$ cat src/rtl/echo_timer.sv
// echo_timer: periodic ultrasonic trigger, echo synchroniser and echo pulse-width timer.
// Publishes one result per period: a width with a valid strobe, or a timeout strobe.
module echo_timer #(
    parameter int TRIG_CYCLES    = 500,
    parameter int PERIOD_CYCLES  = 3_000_000,
    parameter int TIMEOUT_CYCLES = 1_250_000,
    parameter int WIDTH          = 24
) (
    input  logic             i_clock,
    input  logic             i_reset,
    input  logic             i_echo,
    output logic             o_trigger,
    output logic [WIDTH-1:0] o_width,
    output logic             o_width_valid,
    output logic             o_timeout
);
    localparam int PW = $clog2(PERIOD_CYCLES);

    typedef enum logic [1:0] {ARM, WAIT_RISE, MEASURE, DONE} state_t;

    state_t           r_state;
    logic             r_s1, r_s2, r_ed;
    logic [PW-1:0]    r_pcnt;
    logic [WIDTH-1:0] r_mcnt;
    logic [WIDTH-1:0] r_width;
    logic             r_trigger, r_width_valid, r_timeout;
    logic             w_rise;

    assign w_rise        = r_s2 & ~r_ed;
    assign o_trigger     = r_trigger;
    assign o_width       = r_width;
    assign o_width_valid = r_width_valid;
    assign o_timeout     = r_timeout;

    always_ff @(posedge i_clock) begin
        if (i_reset) begin
            r_s1      <= 1'b0;
            r_s2      <= 1'b0;
            r_ed      <= 1'b0;
            r_pcnt    <= '0;
            r_trigger <= 1'b0;
        end else begin
            r_s1      <= i_echo;
            r_s2      <= r_s1;
            r_ed      <= r_s2;
            r_pcnt    <= (r_pcnt == PW'(PERIOD_CYCLES - 1)) ? '0 : r_pcnt + PW'(1);
            r_trigger <= r_pcnt < PW'(TRIG_CYCLES);
        end
    end

    // Measurement FSM; the window opens on the edge where the trigger falls.
    always_ff @(posedge i_clock) begin
        if (i_reset) begin
            r_state       <= ARM;
            r_mcnt        <= '0;
            r_width       <= '0;
            r_width_valid <= 1'b0;
            r_timeout     <= 1'b0;
        end else begin
            r_width_valid <= 1'b0;
            r_timeout     <= 1'b0;
            case (r_state)
                ARM: begin
                    if (r_pcnt == PW'(TRIG_CYCLES)) begin
                        r_mcnt  <= '0;
                        r_state <= WAIT_RISE;
                    end
                end
                WAIT_RISE: begin
                    if (w_rise) begin
                        r_mcnt  <= WIDTH'(1);
                        r_state <= MEASURE;
                    end else if (r_mcnt == WIDTH'(TIMEOUT_CYCLES - 1)) begin
                        r_timeout <= 1'b1;
                        r_state   <= DONE;
                    end else begin
                        r_mcnt <= r_mcnt + WIDTH'(1);
                    end
                end
                MEASURE: begin
                    if (!r_s2) begin
                        r_width       <= r_mcnt;
                        r_width_valid <= 1'b1;
                        r_state       <= DONE;
                    end else if (r_mcnt == WIDTH'(TIMEOUT_CYCLES)) begin
                        r_timeout <= 1'b1;
                        r_state   <= DONE;
                    end else begin
                        r_mcnt <= r_mcnt + WIDTH'(1);
                    end
                end
                DONE: begin
                    if (r_pcnt == PW'(PERIOD_CYCLES - 1)) r_state <= ARM;
                end
                default: r_state <= ARM;
            endcase
        end
    end
endmodule

$ cat config.mk
export PLATFORM = sky130hd
export DESIGN_NAME = echo_timer
export DESIGN_NICKNAME = d
export VERILOG_FILES = /design/src/rtl/echo_timer.sv
export SDC_FILE = /design/constraint.sdc
export NUM_CORES = 1
export LEC_CHECK = 0
export ABC_AREA = 1
export CAP_MARGIN = 20
export CORE_ASPECT_RATIO = 1.25
export CORE_UTILIZATION = 53
export DETAILED_ROUTE_END_ITERATION = 12
export PLACE_DENSITY = 0.76
export SKIP_CTS_REPAIR_TIMING = 1
export SYNTH_ARGS = -nofsm -noshare
export SYNTH_HDL_FRONTEND = slang
export SYNTH_SLANG_ARGS = --single-unit
$ cat constraint.sdc
create_clock -name i_clock -period 1.8 [get_ports i_clock]
set_clock_uncertainty 0.15 [all_clocks]
set_input_delay 0.27 -clock i_clock [delete_from_list [all_inputs] [get_ports i_clock]]
set_output_delay 0.27 -clock i_clock [all_outputs]
set_load 0.005 [all_outputs]
== After elaboration in Yosys (flattened, before gate mapping) ==
Cells that the tools add are included.
Widths: inputs -> output; s select.

* $add $sub $neg: 2
* Order comparisons: 1
* Eq/ne operators: 14
* Muxes and demuxes: 19
* Bitwise operators: 4
* Reductions and logical operators: 7

{| class="wikitable"
|+ Operator list
! cell !! number
|-
| $mux 24 || 5
|-
| $pmux 24 s3 || 1
|-
| $eq 24x21->1 const B || 2
|-
| $add 24x1->24 const B || 1
|-
| $add 22x1->22 const B || 1
|-
| $eq 22x22->1 const B || 1
|-
| $eq 22x9->1 const B || 1
|-
| $lt 22x9->1 const B || 1
|-
| $mux 2 || 6
|-
| $ne 3x3->1 const B || 3
|-
| $ne 2x2->1 const B || 4
|-
| $pmux 2 s4 || 1
|-
| $mux 1 || 5
|-
| $reduce_and 5->1 || 1
|-
| $eq 2x2->1 const B || 2
|-
| $reduce_and 4->1 || 1
|-
| $reduce_or 2->1 || 2
|-
| $not 1->1 || 3
|-
| $reduce_bool 3->1 || 1
|-
| $eq 2x1->1 const B || 1
|-
| $logic_not 2->1 || 1
|-
| $pmux 1 s2 || 1
|-
| $reduce_and 2->1 || 1
|-
| $and 1x1->1 || 1
|}

* Bits in registers: 78
* Bits of input ports: 3
* Output and inout bits: 27
* Logic and storage cells: 57

== Depth between registers and ports, before layout ==
Gate-level depths: netlist of the first run.

* Depth after elaboration: 4
* Depth in mapped cells: 15
* Mapped depth without buffers: 14

== Worst setup path after synthesis of the first run ==
OpenSTA, ideal clock, no wires.

* Path type: reg-to-reg
* Start: register r_state[0]
* End: register r_mcnt[6]
* Setup time: 0.068 ns
* Data arrival time: 1.696 ns
* Required time: 1.582 ns
* Path slack: -0.114 ns
* Stages on the path, launching flop included: 13
* Clock period less this slack: 1.914 ns
* Cells stage by stage: dfxtp_1 > inv_1 > ha_1 > buf_2 > inv_1 > nor2_1 > nor2_1 > nand2_2 > nor2_4 > buf_6 > buf_8 > nand2_1 > a21oi_2

* Word-level cells in the longest chain between the ends: 3

{| class="wikitable"
|+ RTL lines
! what !! RTL line !! RTL
|-
| start: declaration || 21 || <nowiki>state_t r_state;</nowiki>
|-
| start signal: assignment || 54 || <nowiki>r_state <= ARM;</nowiki>
|-
| start signal: assignment || 66 || <nowiki>r_state <= WAIT_RISE;</nowiki>
|-
| start signal: assignment || 72 || <nowiki>r_state <= MEASURE;</nowiki>
|-
| $eq 2x1->1 (tied with other cells) || 62 || <nowiki>case (r_state)</nowiki>
|-
| $ne 3x3->1 (no line) (tied with other cells) || -- ||
|-
| $reduce_and 5->1 (no line) || -- ||
|-
| end signal: assignment || 77 || <nowiki>r_mcnt <= r_mcnt + WIDTH'(1);</nowiki>
|-
| end signal: assignment || 89 || <nowiki>r_mcnt <= r_mcnt + WIDTH'(1);</nowiki>
|-
| end: declaration || 24 || <nowiki>logic [WIDTH-1:0] r_mcnt;</nowiki>
|}

Parallel ways exist; a longest one is shown, timed or not.
A chain may end at the register's enable or synchronous reset.

== Worst setup path in the final report of the first run ==
* Start: register r_state[0]
* End: register r_mcnt[23]

The elaborated chain is that of the path after synthesis.

==> results of run 1 <==
-- critical path: stages (launching register included) --
cell and delay [ns]:
dfxtp_4 0.37, inv_2 0.05, ha_1 0.24, inv_1 0.13, nor2_4 0.05, nor2_2 0.12
nand2_2 0.08, nor2_4 0.12, buf_12 0.14, buf_12 0.11, buf_8 0.12, nand2_1 0.05
nand2_1 0.07, a21oi_2 0.03
-- logic make-up after synthesis --
group | count (synthesis)
flops | 78
xor+xnor | 6
fa+ha+maj | 10
simple gates | 322
buf+inv | 87
compound gates | 103
-- final timing paths --
kind | start | end | depth (start not counted) | slack (ns)
worst min-delay path | r_s1 | r_s2 | 2 | 0.26
worst max register to register | r_state[0] | r_mcnt[23] | 13 | -0.13
worst min register to register | r_s1 | r_s2 | 2 | 0.26
worst max-delay path | r_state[0] | r_mcnt[23] | 13 | -0.13
-- power breakdown --
group	switching, mW	internal, mW
Sequential	0.137	1.93
Combinational	1.30	1.25
Clock	0.657	0.913
Total	2.09	4.09
-- synthesized netlist by cell type, drive strengths merged --
cell	n
or2	6
nand4	18
o21ai	41
nand3	38
nor3b	5
inv	67
nor4b	1
a211oi	1
xor2	4
o31ai	1
nor4	3
clkbuf	11
ha	10
buf	8
clkinv	1
a211o	1
dfxtp	78
a21oi	56
o21bai	1
nor3	17
and2	1
nor2	105
nand2	128
xnor2	2
a31oi	1
o21a	1
-- layer usage --
metal	part of all wire	wire [µm]	track usage	vias to the layer above
met4	0.050	599	0.173	0
li1	-	-	-	2208
met2	0.50	6050	0.518	141
met3	0.046	551	0.0445	51
met1	0.40	4870	0.341	2082
met5	0	0	0	-
-- sequential cells by signal, indices dropped and copies added (netlist names) --
register and flops:
r_pcnt 22, r_mcnt 24, o_trigger 1, r_s2 1
r_ed 1, o_timeout 1, r_s1 1, o_width_valid 1
r_state 2, o_width 24
-- through the flow --
stage | setup slack, ns | hold slack [ns] | std cells
3_5_place_dp | -0.184 | 0.248 | 798
2_1_floorplan | -0.00182 | 0.179 | 606
5_1_grt | -0.252 | 0.288 | 825
6_report | -0.129 | 0.259 | 825
3_3_place_gp | -0.127 | 0.242 | 798
4_1_cts | -0.208 | 0.259 | 813
-- area by class of cell --
| type | instances | share of cell area |
|---|---|---|
| well taps | 92 | 0.0204 |
| clock buffers | 9 | 0.0219 |
| repair buffers | 131 | 0.205 |
| inverters | 68 | 0.0465 |
| clock inverters | 6 | 0.0197 |
| multi-input cells | 441 | 0.407 |
| flip-flops and latches | 78 | 0.280 |
==> summary.md, run 1 <==
| Metric | Value |
|---|---|
| Most frequent cells in the layout | `nand2_1, nor2_1, buf_4, dfxtp_1, inv_1` |
| Crit Path Class | `flop to flop` |
| Synthesized area | `~4000 µm²` |
| Top-Level Pins | `30` |
| Fin. max-slew vios | `0` |
| NumNets Final | `742` |
| Pin slew with the least headroom to its limit | `0.342 ns` |
| Largest net degree at the start of global routing | `48` |
| Synth top area share | `0.383` |
| DR vias/cell | `between 5 and 6` |
| Synth top area cells | `dfxtp_1, nand2_1, nor2_1` |
| RSZ-0062 raised after global routing | `yes` |
| Via count of the first global-routing pass | `4,086` |
| Adder-cell share of the synthesized area | `0.0307` |
| GP Congestion | `between 0.9 and 1` |
| Die area | `8050 µm²` |
| HP Class | `flop to flop` |
| Worst Setup End Kind | `flop` |
| Congestion Overflow GR | `0` |
| Die Y | `~100 µm` |
| Synthesized netlist cell count | `~610` |
| FF+latch area | `approximately 1600 µm²` |
| Sink Count | `~80` |
| First-pass GRT wire length | `between 15,000 and 20,000 µm` |
| Sequential share of the synthesized area | `0.383` |
| Slew Limit Headroom | `0.770` |
| Design area | `roughly 5700 µm²` |
| Synth cell types | `39` |
| Clock Pin Slew Worst Setup and Hold Paths | `roughly 0.090 ns` |
| Post-synthesis register bit count | `a little under 80` |
| Routed WL | `approximately 12,000 µm` |
| Multiplexer share of the synthesized area | `0` |
| DR iter-0 viols | `230` |
| Antenna Violating Nets Remaining | `0` |
| Total Power | `6.19 mW` |
| DR vias | `between 4,000 and 5,000` |
| Core footprint | `~7400 µm²` |
| Area of the multi-input gates | `between 2000 and 2500 µm²` |
| Final Hold Vio Count | `0` |
| Synthesized Nets | `a little over 600` |
| FILL cells | `569` |
| Final core utilization | `0.764` |
| # diodes | `0` |
| Final HPWL DP | `around 8600 µm` |
| Failing checks | `negative setup slack` |
| Status | `finished, violations left` |
| Most common cell after layout, fill and taps aside | `nand2_1` |
| Worst Slack Setup Final | `-0.129 ns` |
| CP Max Fanout | `8` |
| Gr usage total | `0.298` |
| Port Buffers | `29` |
| Initial antenna violation count | `0` |
| DRC | `0` |
| CTS root buf | `clkbuf_8` |
| Area fraction in compound gates after synthesis | `0.138` |
| Setup violations, final | `30` |
| Worst Path Required | `~1.9 ns` |
| Later-pin clock latency in the skew report | `0.35 ns` |
| Synth area leader | `dfxtp_1` |
| Wire length per cell | `~15 µm` |
| Max Fclk | `around 0.52 GHz` |
| Share of layout cells above drive strength 1 | `0.273` |
| Drt pass-1 iters | `5` |
| Syn. warnings | `0` |
| Setup_tns | `-2.09 ns` |
| Period Utilization, post-route | `1.07` |
| Cell Area, Placed | `5110 µm²` |
| Leakage power | `around 2.3 nW` |
| CP startpoint kind | `flop` |
| Synth Area in XOR/XNOR | `0.0129` |
| H-Tree Depth | `3` |
| VDD IR max | `around 0.00066 V` |
| Clock tree buffer depth | `2` |
| Rows | `35` |
| CTS tree | `done` |
| Largest family of logic cells by synthesized area | `simple AND/OR/NAND/NOR gates` |
| WP data arrival | `between 2 and 2.5 ns` |
| Mean Syn Cell Area | `6.73 µm²` |
| CTS Buf Count | `9` |
| Pwr/cell area | `about 1100 nW/µm²` |
| Starting Density | `0.551` |
| Post-Synth Simple-Gate Area | `0.347` |
| Layout overhead on the synthesized area | `38.6%` |
| Die width | `80.5 µm` |
| Max_cap viols | `0` |
| Final Critical Period | `1.93 ns` |
Power figures use the tool's default switching activity.
==> run 2, diff against run 1 <==
- CORE_ASPECT_RATIO: 1.25 -> 1.1
- CORE_UTILIZATION: 53 -> 63
- PLACE_DENSITY: 0.76 -> 0.85
- clock period: 1.8 -> 2.4 ns (I/O delays scaled with it)
==> summary.md, run 2 (synthesis results as in run 1) <==
| Metric | Value |
|---|---|
| WP data arrival | `2.33 ns` |
| Clock Pin Slew Worst Setup and Hold Paths | `approximately 0.080 ns` |
| Initial antenna violation count | `0` |
| Leakage power | `between 1.5 and 2 nW` |
| Wire length per cell | `between 10 and 15 µm` |
| Gr usage total | `0.321` |
| Clock power frac | `0.288` |
| Max_cap viols | `0` |
| Worst Slack Setup Final | `0.201 ns` |
| Pint | `between 2 and 3 mW` |
| Seq pwr share | `0.392` |
| Die area | `6800 µm²` |
| Most frequent cells in the layout | `nand2_1, nor2_1, dfxtp_1, inv_1, a21oi_1` |
| VDD IR max | `0.000509 V` |
| Via count of the first global-routing pass | `3,829` |
| Later-pin clock latency in the skew report | `around 0.36 ns` |
| Starting Density | `0.658` |
| Sink Count | `just under 80` |
| Final Critical Period | `2.20 ns` |
| Clock tree buffer depth | `2` |
| WHS Path Cells | `2` |
| Pin slew with the least headroom to its limit | `approximately 0.41 ns` |
| H-Tree Depth | `3` |
| Logic pwr share | `0.320` |
| Rows | `30` |
| RSZ-0062 raised after global routing | `no` |
| DR vias | `4,158` |
| NumNets Final | `~650` |
| Crit Path Class | `flop to flop` |
| Highest metal used | `met4` |
| Max Fclk | `roughly 0.45 GHz` |
| Status | `finished, final reports clean` |
| DR iter-0 viols | `between 200 and 300` |
| Congestion Overflow GR | `0` |
| Routed WL | `around 10,000 µm` |
| DRC | `0` |
| Die width | `about 79 µm` |
| Worst Setup End Kind | `flop` |
| Share of layout cells above drive strength 1 | `0.0891` |
| Core footprint | `roughly 6200 µm²` |
| P_sw | `around 1.4 mW` |
| Final HPWL DP | `7540 µm` |
| CP startpoint kind | `flop` |
| CTS tree | `done` |
| Layout overhead on the synthesized area | `14.5%` |
| HP Class | `flop to flop` |
| Cell Area, Placed | `~4400 µm²` |
| Setup violations, final | `0` |
| Metal-1 WL | `between 4000 and 5000 µm` |
| First-pass GRT wire length | `17,000 µm` |
| Antenna Violating Nets Remaining | `0` |
| Slew Limit Headroom | `0.728` |
| Worst Path Required | `between 2 and 3 ns` |
| Period Utilization, post-route | `0.916` |
| Design area | `between 4000 and 5000 µm²` |
| Top-Level Pins | `30` |
| Final Hold Vio Count | `0` |
| CP Max Fanout | `28` |
| Worst R2R Path Depth | `10` |
| Drt pass-1 iters | `5` |
| Switching part of the total power | `0.347` |
| Port Buffers | `29` |
| CTS root buf | `clkbuf_8` |
| CTS Buf Count | `9` |
| Setup_tns | `0 ns` |
| Largest net degree at the start of global routing | `between 40 and 50` |
| DR vias/cell | `5.78` |
| Fin. max-slew vios | `0` |
| Routed wl met3 | `819 µm` |
| Pre-CTS setup slack | `approximately 0.26 ns` |
| Most common cell after layout, fill and taps aside | `nand2_1` |
| # diodes | `0` |
| Die Y | `86.4 µm` |
| Pwr/cell area | `about 840 nW/µm²` |
| Wire length on met2 | `between 4000 and 5000 µm` |
| GP Congestion | `~1` |
[run 2: layout make-up]
cell class	instances	area [µm²]
clock buffer	10	138
timing repair buffer	37	363
multi-input combinational	441	2160
tap	80	100
inverter	68	255
fill	477	1520
clock inverter	6	92.6
sequential	78	1560
[run 2: routing by layer]
| metal | track usage | vias to the layer above |
|---|---|---|
| met4 | 0.185 | 0 |
| met2 | 0.535 | 200 |
| met3 | 0.0726 | 36 |
| met1 | 0.378 | 1896 |
| met5 | 0 | - |
| li1 | - | 2026 |
[run 2: power groups by stage]
stage | combinational, mW | sequential (mW) | clock, mW
global route | 1.39 | 1.56 | 1.21
global placement | 1.19 | 1.56 | 0
floorplan | 0.838 | 1.56 | 0
detailed placement | 1.24 | 1.57 | 0
finish | 1.26 | 1.54 | 1.13
CTS | 1.24 | 1.54 | 1.14
[run 2: stage by stage]
step / total power [mW] / hold slack, ns / util / cells
finish: 3.93 / 0.260 / 0.754 / 720
global route: 4.15 / 0.316 / 0.754 / 720
CTS: 3.93 / 0.261 / 0.754 / 720
detailed placement: 2.81 / 0.249 / 0.717 / 704
global placement: 2.75 / 0.241 / 0.717 / 704
floorplan: 2.40 / 0.238 / - / 606
[run 2: critical path, cell delays in order (launching register included)]
cell and delay, ns:
dfxtp_1 0.46, inv_1 0.13, ha_1 0.34, inv_1 0.15, nor2_2 0.05, nor2_1 0.11
nand2_2 0.08, nor2_4 0.17, buf_12 0.20, nand3_1 0.12, a21oi_1 0.16
[run 2: worst paths after layout]
check / startpoint / to / slack, ns
max: r_state[0] / r_mcnt[10] / 0.20
min: r_s1 / r_s2 / 0.26
max reg2reg: r_state[0] / r_mcnt[10] / 0.20
min reg2reg: r_s1 / r_s2 / 0.26
==> run 3, diff against run 2 <==
- CTS_CLUSTER_DIAMETER: default -> 100
==> results of run 3 <==
The final DEF is identical to that of run 2; final timing and power are the same.
